[src/rtl/clock_display_if.sv]
// Time fields in, segment digits out for the display block.
// Master drives the clock side, slave is the display.
interface clock_display_if;
    logic [4:0] hour;
    logic [5:0] min;
    logic [5:0] sec;
    logic       set;
    logic       page_key;
    logic [6:0] hex3;
    logic [6:0] hex2;
    logic [6:0] hex1;
    logic [6:0] hex0;
    logic       page;
    logic       upd;

    modport master (
        output hour, min, sec, set, page_key,
        input  hex3, hex2, hex1, hex0, page, upd
    );

    modport slave (
        input  hour, min, sec, set, page_key,
        output hex3, hex2, hex1, hex0, page, upd
    );
endinterface

[src/rtl/clock_display.sv]
// Seven-segment time display: sync, snapshot, BCD convert,
// tear-free digit load, page key debounce and set-mode blink.
module clock_display #(
    parameter int UPDATE_DIV   = 50000,
    parameter int DEBOUNCE_CYC = 1000000,
    parameter int BLINK_DIV    = 12500000
) (
    input logic             clk,
    input logic             rst_n,
    clock_display_if.slave  bus
);
    localparam int TW = $clog2(UPDATE_DIV + 1);
    localparam int DW = $clog2(DEBOUNCE_CYC + 1);
    localparam int BW = $clog2(BLINK_DIV + 1);
    localparam logic [6:0] BLANK = 7'h7F;
    localparam logic [6:0] DASH  = 7'b0111111;

    typedef enum logic [1:0] {IDLE, LOAD, CONV, WRITE} state_t;

    function automatic logic [6:0] seg(input logic [3:0] d);
        logic [6:0] r;
        r = BLANK;
        case (d)
            4'd0: r = 7'b1000000;
            4'd1: r = 7'b1111001;
            4'd2: r = 7'b0100100;
            4'd3: r = 7'b0110000;
            4'd4: r = 7'b0011001;
            4'd5: r = 7'b0010010;
            4'd6: r = 7'b0000010;
            4'd7: r = 7'b1111000;
            4'd8: r = 7'b0000000;
            4'd9: r = 7'b0010000;
            default: r = BLANK;
        endcase
        return r;
    endfunction

    logic [4:0] h_m, h_s, h_p;
    logic [5:0] m_m, m_s, m_p;
    logic [5:0] s_m, s_s, s_p;
    logic       set_m, set_s;
    logic       key_m, key_s;
    logic       stable;

    // two-flop synchronizers plus one extra stage for the stability compare
    always_ff @(posedge clk or negedge rst_n) begin
        if (!rst_n) begin
            h_m <= '0; h_s <= '0; h_p <= '0;
            m_m <= '0; m_s <= '0; m_p <= '0;
            s_m <= '0; s_s <= '0; s_p <= '0;
            set_m <= 1'b0; set_s <= 1'b0;
            key_m <= 1'b1; key_s <= 1'b1;
        end else begin
            h_m <= bus.hour; h_s <= h_m; h_p <= h_s;
            m_m <= bus.min;  m_s <= m_m; m_p <= m_s;
            s_m <= bus.sec;  s_s <= s_m; s_p <= s_s;
            set_m <= bus.set;      set_s <= set_m;
            key_m <= bus.page_key; key_s <= key_m;
        end
    end

    assign stable = (h_s == h_p) && (m_s == m_p) && (s_s == s_p);

    logic [TW-1:0] tcnt;
    logic          tick;

    assign tick = (tcnt == TW'(UPDATE_DIV - 1));

    // free-running refresh divider, tick on wrap
    always_ff @(posedge clk or negedge rst_n) begin
        if (!rst_n) tcnt <= '0;
        else        tcnt <= tick ? '0 : tcnt + 1'b1;
    end

    logic [DW-1:0] dcnt;
    logic          key_st;
    logic          page_req;

    // accept a new key level after enough consecutive samples; press toggles page
    always_ff @(posedge clk or negedge rst_n) begin
        if (!rst_n) begin
            dcnt     <= '0;
            key_st   <= 1'b1;
            page_req <= 1'b0;
        end else if (key_s == key_st) begin
            dcnt <= '0;
        end else if (dcnt == DW'(DEBOUNCE_CYC - 1)) begin
            dcnt   <= '0;
            key_st <= key_s;
            if (!key_s) page_req <= ~page_req;
        end else begin
            dcnt <= dcnt + 1'b1;
        end
    end

    logic [BW-1:0] bcnt;
    logic          phase;
    logic          blank;

    // blink phase runs only in set mode; otherwise held on
    always_ff @(posedge clk or negedge rst_n) begin
        if (!rst_n) begin
            bcnt  <= '0;
            phase <= 1'b1;
        end else if (!set_s) begin
            bcnt  <= '0;
            phase <= 1'b1;
        end else if (bcnt == BW'(BLINK_DIV - 1)) begin
            bcnt  <= '0;
            phase <= ~phase;
        end else begin
            bcnt <= bcnt + 1'b1;
        end
    end

    assign blank = set_s & ~phase;

    state_t     state, state_n;
    logic       pend;
    logic       go;
    logic [4:0] sh;
    logic [5:0] sm, ss;
    logic       page_q;
    logic [5:0] val, val_n, fb;
    logic [3:0] cnt, cnt_n;
    logic       ge10, fin, sel;
    logic       bad_a, bad_b;
    logic [3:0] tens_a, ones_a, tens_b, ones_b;
    logic [6:0] c3, c2, c1, c0;
    logic [6:0] d3, d2, d1, d0;

    assign go    = (tick | pend) & stable;
    assign ge10  = (val >= 6'd10);
    assign val_n = ge10 ? val - 6'd10 : val;
    assign cnt_n = cnt + {3'b000, ge10};
    assign fin   = (val_n < 6'd10);

    assign c3 = bad_a ? DASH : seg(tens_a);
    assign c2 = bad_a ? DASH : seg(ones_a);
    assign c1 = bad_b ? DASH : seg(tens_b);
    assign c0 = bad_b ? DASH : seg(ones_b);

    // state register
    always_ff @(posedge clk or negedge rst_n) begin
        if (!rst_n) state <= IDLE;
        else        state <= state_n;
    end

    // next-state: snapshot, convert both fields, write
    always_comb begin
        state_n = state;
        unique case (state)
            IDLE:    if (go) state_n = LOAD;
            LOAD:    state_n = CONV;
            CONV:    if (fin && sel) state_n = WRITE;
            WRITE:   state_n = IDLE;
            default: state_n = IDLE;
        endcase
    end

    // a tick seen while idle but unstable is retried; busy ticks are dropped
    always_ff @(posedge clk or negedge rst_n) begin
        if (!rst_n) pend <= 1'b0;
        else        pend <= (state == IDLE) && (tick | pend) && !stable;
    end

    // snapshot, field select and subtract-ten conversion datapath
    always_ff @(posedge clk or negedge rst_n) begin
        if (!rst_n) begin
            sh <= '0; sm <= '0; ss <= '0;
            page_q <= 1'b0;
            val <= '0; fb <= '0; cnt <= '0; sel <= 1'b0;
            bad_a <= 1'b0; bad_b <= 1'b0;
            tens_a <= '0; ones_a <= '0;
            tens_b <= '0; ones_b <= '0;
            d3 <= BLANK; d2 <= BLANK; d1 <= BLANK; d0 <= BLANK;
        end else begin
            unique case (state)
                IDLE: if (go) begin
                    sh     <= h_s;
                    sm     <= m_s;
                    ss     <= s_s;
                    page_q <= page_req;
                end
                LOAD: begin
                    val   <= page_q ? sm : {1'b0, sh};
                    fb    <= page_q ? ss : sm;
                    bad_a <= page_q ? (sm > 6'd59) : (sh > 5'd23);
                    bad_b <= page_q ? (ss > 6'd59) : (sm > 6'd59);
                    cnt   <= '0;
                    sel   <= 1'b0;
                end
                CONV: if (fin) begin
                    if (!sel) begin
                        tens_a <= cnt_n;
                        ones_a <= val_n[3:0];
                        val    <= fb;
                        cnt    <= '0;
                        sel    <= 1'b1;
                    end else begin
                        tens_b <= cnt_n;
                        ones_b <= val_n[3:0];
                    end
                end else begin
                    val <= val_n;
                    cnt <= cnt_n;
                end
                WRITE: begin
                    d3 <= c3; d2 <= c2; d1 <= c1; d0 <= c0;
                end
                default: ;
            endcase
        end
    end

    logic [6:0] hex3_q, hex2_q, hex1_q, hex0_q;
    logic       upd_q;
    logic       wr;

    assign wr = (state == WRITE);

    // registered outputs; new digits appear together with upd
    always_ff @(posedge clk or negedge rst_n) begin
        if (!rst_n) begin
            hex3_q <= BLANK; hex2_q <= BLANK;
            hex1_q <= BLANK; hex0_q <= BLANK;
            upd_q  <= 1'b0;
        end else begin
            upd_q  <= wr;
            hex3_q <= blank ? BLANK : (wr ? c3 : d3);
            hex2_q <= blank ? BLANK : (wr ? c2 : d2);
            hex1_q <= blank ? BLANK : (wr ? c1 : d1);
            hex0_q <= blank ? BLANK : (wr ? c0 : d0);
        end
    end

    assign bus.hex3 = hex3_q;
    assign bus.hex2 = hex2_q;
    assign bus.hex1 = hex1_q;
    assign bus.hex0 = hex0_q;
    assign bus.page = page_q;
    assign bus.upd  = upd_q;
endmodule

[src/flat_wrapper.sv]
// flat-port wrapper written by rule: the top's interface ports become plain ports
module clock_display_flat 
#(
    parameter int UPDATE_DIV   = 50000,
    parameter int DEBOUNCE_CYC = 1000000,
    parameter int BLINK_DIV    = 12500000
)
  (clk, rst_n, bus_hour, bus_min, bus_sec, bus_set, bus_page_key, bus_hex3, bus_hex2, bus_hex1, bus_hex0, bus_page, bus_upd);
  clock_display_if bus_i ();
  input logic clk;
  input logic rst_n;
  input wire logic [$bits(bus_i.hour)-1:0] bus_hour;
  input wire logic [$bits(bus_i.min)-1:0] bus_min;
  input wire logic [$bits(bus_i.sec)-1:0] bus_sec;
  input wire logic [$bits(bus_i.set)-1:0] bus_set;
  input wire logic [$bits(bus_i.page_key)-1:0] bus_page_key;
  output wire logic [$bits(bus_i.hex3)-1:0] bus_hex3;
  output wire logic [$bits(bus_i.hex2)-1:0] bus_hex2;
  output wire logic [$bits(bus_i.hex1)-1:0] bus_hex1;
  output wire logic [$bits(bus_i.hex0)-1:0] bus_hex0;
  output wire logic [$bits(bus_i.page)-1:0] bus_page;
  output wire logic [$bits(bus_i.upd)-1:0] bus_upd;
  assign bus_i.hour = bus_hour;
  assign bus_i.min = bus_min;
  assign bus_i.sec = bus_sec;
  assign bus_i.set = bus_set;
  assign bus_i.page_key = bus_page_key;
  assign bus_hex3 = bus_i.hex3;
  assign bus_hex2 = bus_i.hex2;
  assign bus_hex1 = bus_i.hex1;
  assign bus_hex0 = bus_i.hex0;
  assign bus_page = bus_i.page;
  assign bus_upd = bus_i.upd;
  clock_display #(.UPDATE_DIV(UPDATE_DIV), .DEBOUNCE_CYC(DEBOUNCE_CYC), .BLINK_DIV(BLINK_DIV)) u_core (.clk(clk), .rst_n(rst_n), .bus(bus_i));
endmodule
[config.mk]
export PLATFORM = sky130hd
export DESIGN_NAME = clock_display_flat
export DESIGN_NICKNAME = d
export VERILOG_FILES = /design/src/rtl/clock_display_if.sv /design/src/rtl/clock_display.sv /design/src/flat_wrapper.sv
export SDC_FILE = /design/constraint.sdc
export NUM_CORES = 1
export LEC_CHECK = 0
export ABC_AREA = 1
export BUFFER_PORTS_ARGS = -buffer_cell sky130_fd_sc_hd__buf_2
export CORE_ASPECT_RATIO = 1.25
export CORE_MARGIN = 2
export CORE_UTILIZATION = 40
export CTS_CLUSTER_SIZE = 28
export DETAILED_ROUTE_END_ITERATION = 8
export SYNTH_ARGS = -nofsm -noshare
export SYNTH_HDL_FRONTEND = slang
export SYNTH_SLANG_ARGS = --single-unit
[constraint.sdc]
create_clock -name clk -period 2.4 [get_ports clk]
set_input_delay 0.72 -clock clk [delete_from_list [all_inputs] [get_ports clk]]
set_output_delay 0.72 -clock clk [all_outputs]
set_load 0.01 [all_outputs]
Word-level counts from Yosys, hierarchy flattened
Memory sizes are Yosys's and may differ from the RTL's.
Cells that the tools add are included.
W data, S select, Z words.
{"block": "word_totals", "register_bits": 231, "n_memories": 4, "wordCells": 132, "inputBits": 21, "romBits": 448, "output_inout_bits": 30}
{"block": "op_classes", "n_eq_ne": 15, "n_addsub": 5, "bitwise_logic": 8, "mux": 35, "n_reduce_logical": 16, "magnitude_cmp": 5}
{"memory": "(no name shown)", "depth": 16, "word_bits": 7, "rd": 1, "rd_ports_with_merged_regs": 0, "write_ports": 0, "line": "clock_display.sv:23", "rtl": "case (d)"}
{"memory": "(no name shown)", "depth": 16, "word_bits": 7, "rd": 1, "rd_ports_with_merged_regs": 0, "write_ports": 0, "line": "clock_display.sv:23"}
{"memory": "(no name shown)", "depth": 16, "word_bits": 7, "rd": 1, "rd_ports_with_merged_regs": 0, "write_ports": 0, "line": "clock_display.sv:23"}
{"memory": "(no name shown)", "depth": 16, "word_bits": 7, "rd": 1, "rd_ports_with_merged_regs": 0, "write_ports": 0, "line": "clock_display.sv:23"}
{"operator": "$mux W7", "count": 12}
{"operator": "$mux W24", "count": 2}
{"operator": "$mux W20", "count": 2}
{"operator": "$mux W6", "count": 5}
{"operator": "$add A24 B1 Y24 const B", "count": 1}
{"operator": "$eq A24 B24 Y1 const B", "count": 1}
{"operator": "$add A20 B1 Y20 const B", "count": 1}
{"operator": "$eq A20 B20 Y1 const B", "count": 1}
{"operator": "$add A16 B1 Y16 const B", "count": 1}
{"operator": "$eq A16 B16 Y1 const B", "count": 1}
{"operator": "$mux W16", "count": 1}
{"operator": "$eq A6 B6 Y1", "count": 2}
{"operator": "$gt A6 B6 Y1 const B", "count": 2}
{"operator": "$pmux W6 S2", "count": 1}
{"operator": "$reduce_and A2 Y1", "count": 5}
{"operator": "$reduce_and A3 Y1", "count": 3}
{"operator": "$mux W4", "count": 2}
{"operator": "$pmux W2 S4", "count": 1}
{"operator": "$pmux W4 S2", "count": 1}
{"operator": "$ge A6 B4 Y1 const B", "count": 1}
{"operator": "$lt A6 B4 Y1 const B", "count": 1}
{"operator": "$ne A2 B1 Y1 const B", "count": 3}
{"operator": "$sub A6 B4 Y6 const B", "count": 1}
{"operator": "$eq A5 B5 Y1", "count": 1}
{"operator": "other kinds (17)", "count": 32}

Logic depth before layout (Yosys ltp)
{"block": "depth", "depth_word": 6, "mapped_depth": 16, "depth_no_buf": 16}

Least setup slack after synthesis
No wires, ideal clock.
{"block": "synth_path", "path_kind": "register -> register", "start": "register u_core.val[2]", "end": "register u_core.val[5]", "path_stages_with_launch": 17, "setup_time_ps": 117, "path_buffers": 1, "setup_slack_ps": 559, "arrival_ps": 1724, "required_time_ps": 2283, "synth_period_minus_slack_ps": 1841, "path_cell_list": "dfrtp_1 -> inv_1 -> ha_1 -> inv_1 -> nand2_1 -> nand2_1 -> nand2_1 -> nand2_1 -> nand2_2 -> nand2_4 -> inv_1 -> nand3_4 -> nand3_4 -> nand2_4 -> buf_6 -> nand2_1 -> o21ai_2"}
{"block": "synth_between", "elab_chain_len": 5, "elab_cells_between_ends": 8, "classes_between": "add/sub (1); order compare (2); eq/ne (1); mux (3); reduce/logical (1)"}
{"item": "from (decl)", "line": "clock_display.sv:125", "rtl": "logic [5:0] val, val_n, fb;"}
{"item": "from (signal assigned)", "line": "clock_display.sv:187", "rtl": "val <= page_q ? sm : {1'b0, sh};"}
{"item": "from (signal assigned)", "line": "clock_display.sv:206", "rtl": "val <= val_n;"}
{"item": "$sub A6 B4 Y6 or $ge A6 B4 Y1 (tied branches)", "line": "clock_display.sv:135, clock_display.sv:134"}
{"item": "$mux W6 *", "line": "clock_display.sv:135", "rtl": "assign val_n = ge10 ? val - 6'd10 : val;"}
{"item": "$lt A6 B4 Y1", "line": "clock_display.sv:137", "rtl": "assign fin = (val_n < 6'd10);"}
{"item": "$mux W6 or $ne A3 B3 Y1 (tied branches)"}
{"item": "$pmux W6 S2 or $reduce_and A2 Y1 (tied branches)"}
Every way passes the cells marked *; elsewhere a longest branch is shown, timed or not.
A chain may end at the register's enable or synchronous reset.

Worst setup path in the final report
{"block": "layout_path", "start": "register u_core.val[2]", "end": "register u_core.val[4]"}
Same word-level chain as after synthesis.

==> flow_metrics.env <==
export IMPL_diodes=0
export IMPL_clkTransAtPathRegs_ps=60
export IMPL_critPathKind="register to register"
export IMPL_synthCells=1094
export IMPL_ys_seq_elements=231
export IMPL_core_area_um2=25100
export IMPL_tns_ps=0
export IMPL_syn_mean_instance_area_um2=9.29
export IMPL_drt_iter0_markers=326
export IMPL_synthDistinctLibCells=42
export IMPL_place_congestion=0.830
export IMPL_gr_total_overflow=0
export IMPL_fin_nets=1220
export IMPL_drv_cap=0
export IMPL_syn_nets=1146
export IMPL_synth_area_leaders="dfrtp_1 42%, dfstp_2 16%, nand2_1 8.2%, inv_1 5.7%, ha_1 3.8%"
export IMPL_drcViolationCount=0
export IMPL_critPathCaptureType="register"
export IMPL_async_flop_share_pct=100
export IMPL_clk_latency_ps=510
export IMPL_synth_top_family_by_area="simple AND/OR/NAND/NOR gates"
export IMPL_grt_first_pass_wirelength_mm=33.3
export IMPL_slew_headroom_pct=66.2
export IMPL_synth_seq_area_share_pct=57.6
export IMPL_pin_count=51
export IMPL_synth_edf_count=0
export IMPL_crit_fanout=17
export IMPL_die_height_um=182
export IMPL_clock_sinks=231
export IMPL_cts_root_buf="clkbuf_16"
export IMPL_wl_per_cell_um=12.5
export IMPL_synth_flop_cell="dfrtp_1"
export IMPL_dr_pass1_iters=4
export IMPL_post_route_util_pct=47.1
export IMPL_grt_max_degree=62
export IMPL_ant_nets=0
export IMPL_drive_above_1_share_pct=16.4
export IMPL_finalCritPeriodShare_pct=89.3
export IMPL_run_status="completed"
export IMPL_worst_pin_slew_ps=507
export IMPL_cts_inserted_buffers=24
export IMPL_r2r_end="u_core.val[4]$_DFFE_PN0P_"
export IMPL_power_density_nw_per_um2=706
export IMPL_routed_top_layer="met4"
export IMPL_antenna_found_initial=0
export IMPL_syn_cell_area_um2=10200
export IMPL_yosysWarnings=0
export IMPL_r2r_start="u_core.val[2]$_DFFE_PN0P_"
export IMPL_slew_violations=0
export IMPL_grt_pass1_vias=7229
export IMPL_finalCriticalPeriod_ps=2140
export IMPL_hold_class="input pin to asynchronous set/reset pin"
export IMPL_start_util_pct=40.5
export IMPL_drt_met1_wl_mm=8.24
export IMPL_synth_commonest_cells="221 x nand2_1, 171 x dfrtp_1, 154 x inv_1, 100 x nor2_1, 61 x o21ai_0"
export IMPL_synth_top_area_share_pct=42.1
export IMPL_rows=65
export IMPL_portBuffers=50
export IMPL_dieArea_um2=26700
export IMPL_finClkSkew_ps=9.58
export IMPL_drt_wl_total_mm=19.0
export IMPL_yosysMostFrequentCell="nand2_1"
export IMPL_grt_usage_pct=14.8
export IMPL_rrSetupSlack_ps=260
export IMPL_cts_buffer_depth=3
export IMPL_hold_viol_final=0
export IMPL_max_freq_ghz=0.467
export IMPL_cp_start_kind="register"
export IMPL_area_delta_synth_final_pct=16.3
export IMPL_setup_viol=0
export IMPL_cp_required_ps=2810
export IMPL_synth_area_mux_share_pct=0
export IMPL_synth_xor_xnor_area_share_pct=2.84
export IMPL_critPathArrivalTime_ps=2550
export IMPL_leakage_nw=5.76
export IMPL_irDropWorstVdd_mv=0.540
export IMPL_dr_wl_met2_mm=9.59
export IMPL_wl_met3_um=656
export IMPL_num_vias=7213
export IMPL_routed_via_density=4.74
export IMPL_rr_worst_depth=15
export IMPL_yosys_area_share_simple_pct=19.3
export IMPL_htree_levels=1
export IMPL_yosysTopAreaCell="dfrtp_1"
export IMPL_synth_compound_area_share_pct=9.66
export IMPL_cts_tree="yes"
export IMPL_hpwl_mm=13.9
export IMPL_rsz0062_at_grt="false"
export IMPL_synthAdderAreaFrac_pct=3.81
export IMPL_dieWidth_um=147
==> worst max-delay path, cell delays in order (launching register included) <==
cell and delay, ps:
dfrtp_1 420, inv_1 150, ha_1 190, inv_1 40, nand2_1 90, nand3b_1 90, nand2_1 80, nand2_2 80
nand2_4 100, inv_1 70, nand3_4 120, nand3_4 200, nand2_8 180, inv_1 100, nand2_1 70, nand2_1 40
==> report_power, final <==
part           total (mW)  switching (mW)  leakage (nW)  internal (mW)
registers            4.06          0.0386          2.87           4.02
clock network        4.02            1.52         0.427           2.50
logic               0.271           0.172          2.47         0.0999
total                8.35            1.73          5.76           6.62
==> area by class of cell <==
| cell class | instances | area [um^2] |
|---|---|---|
| timing repair buffer | 67 | 450 |
| inverter | 159 | 597 |
| sequential | 231 | 5860 |
| fill | 2346 | 13300 |
| multi-input combinational | 685 | 3630 |
| tap | 335 | 419 |
| clock buffer | 29 | 661 |
| clock inverter | 15 | 209 |
==> sequential cells by signal (all words and copies together), names as in the netlist, 6 cells and up <==
register,count
u_core.bus.hex0,7
u_core.sm,6
u_core.dcnt,20
u_core.m_s,6
u_core.d0,7
u_core.m_p,6
u_core.s_m,6
u_core.ss,6
u_core.s_p,6
u_core.fb,6
u_core.bus.hex2,7
u_core.d2,7
u_core.m_m,6
u_core.val,6
u_core.tcnt,16
u_core.bcnt,24
u_core.s_s,6
u_core.d3,7
u_core.d1,7
u_core.bus.hex1,7
u_core.bus.hex3,7
==> worst max-delay path by stage <==
stage | startpoint | endpoint | cells past startpoint
floorplan | u_core.val[2]$_DFFE_PN0P_ | u_core.val[5]$_DFFE_PN0P_ | 16
global placement | u_core.val[2]$_DFFE_PN0P_ | u_core.val[1]$_DFFE_PN0P_ | 16
detailed placement | u_core.val[2]$_DFFE_PN0P_ | u_core.val[4]$_DFFE_PN0P_ | 15
CTS | u_core.val[2]$_DFFE_PN0P_ | u_core.val[4]$_DFFE_PN0P_ | 15
global route | u_core.val[2]$_DFFE_PN0P_ | u_core.cnt[2]$_DFFE_PN0P_ | 15
finish | u_core.val[2]$_DFFE_PN0P_ | u_core.val[4]$_DFFE_PN0P_ | 15
==> kinds of logic (layout without fill, tap and decap cells) <==
logic type | count (synthesis) | in the layout
buffers and inverters | 178 | 270
AO/OA/AOI/OAI | 178 | 178
adder cells (fa/ha/maj) | 31 | 31
XOR/XNOR | 33 | 33
AND/OR/NAND/NOR | 443 | 443
flip-flops | 231 | 231
==> timing repair <==
| item | CTS | global route |
|---|---|---|
| gates resized for setup | 0 | 1 |
| buffers inserted | 0 | 0 |
| setup endpoints to repair | 0 | 5 |
| hold buffers | 0 | 0 |
==> stage by stage <==
step | std cells | hold WS, ps | cell area (um^2) | setup WS (ps) | total power [mW]
final | 1521 | 160 | 11800 | 257 | 8.35
after detailed placement | 1477 | 336 | 10900 | 230 | 4.41
after global placement | 1477 | 332 | 10900 | 300 | 4.41
after CTS | 1521 | 169 | 11800 | 213 | 8.46
after global routing | 1521 | 191 | 11800 | 17.5 | 8.67
after floorplan | 1094 | 331 | 10200 | 559 | 4.22
==> cell usage in the layout, fill, tap and decap left out, types with 4 or more instances in the layout <==
cell         n
a21oi_1     51
buf_12       5
buf_2       49
buf_4       12
bufinv_16    5
clkbuf_16   25
clkinv_2     7
dfrtp_1    171
dfstp_2     60
ha_1        31
inv_1      154
inv_2        4
nand2_1    221
nand2_2      6
nand3_1     39
nand4_1     27
nor2_1     100
nor3_1      23
nor4_1       8
o211ai_1     7
o21a_1       5
o21ai_0     61
o21ai_1     20
o22ai_1     21
xnor2_1     12
xor2_1      21
==> routing by layer <==
layer,vias to the layer above,track usage (%)
met1,3369,17.5
met4,0,4.97
li1,3691,-
met5,-,0
met2,115,27.4
met3,38,2.08
(Power assumes the default switching activity.)
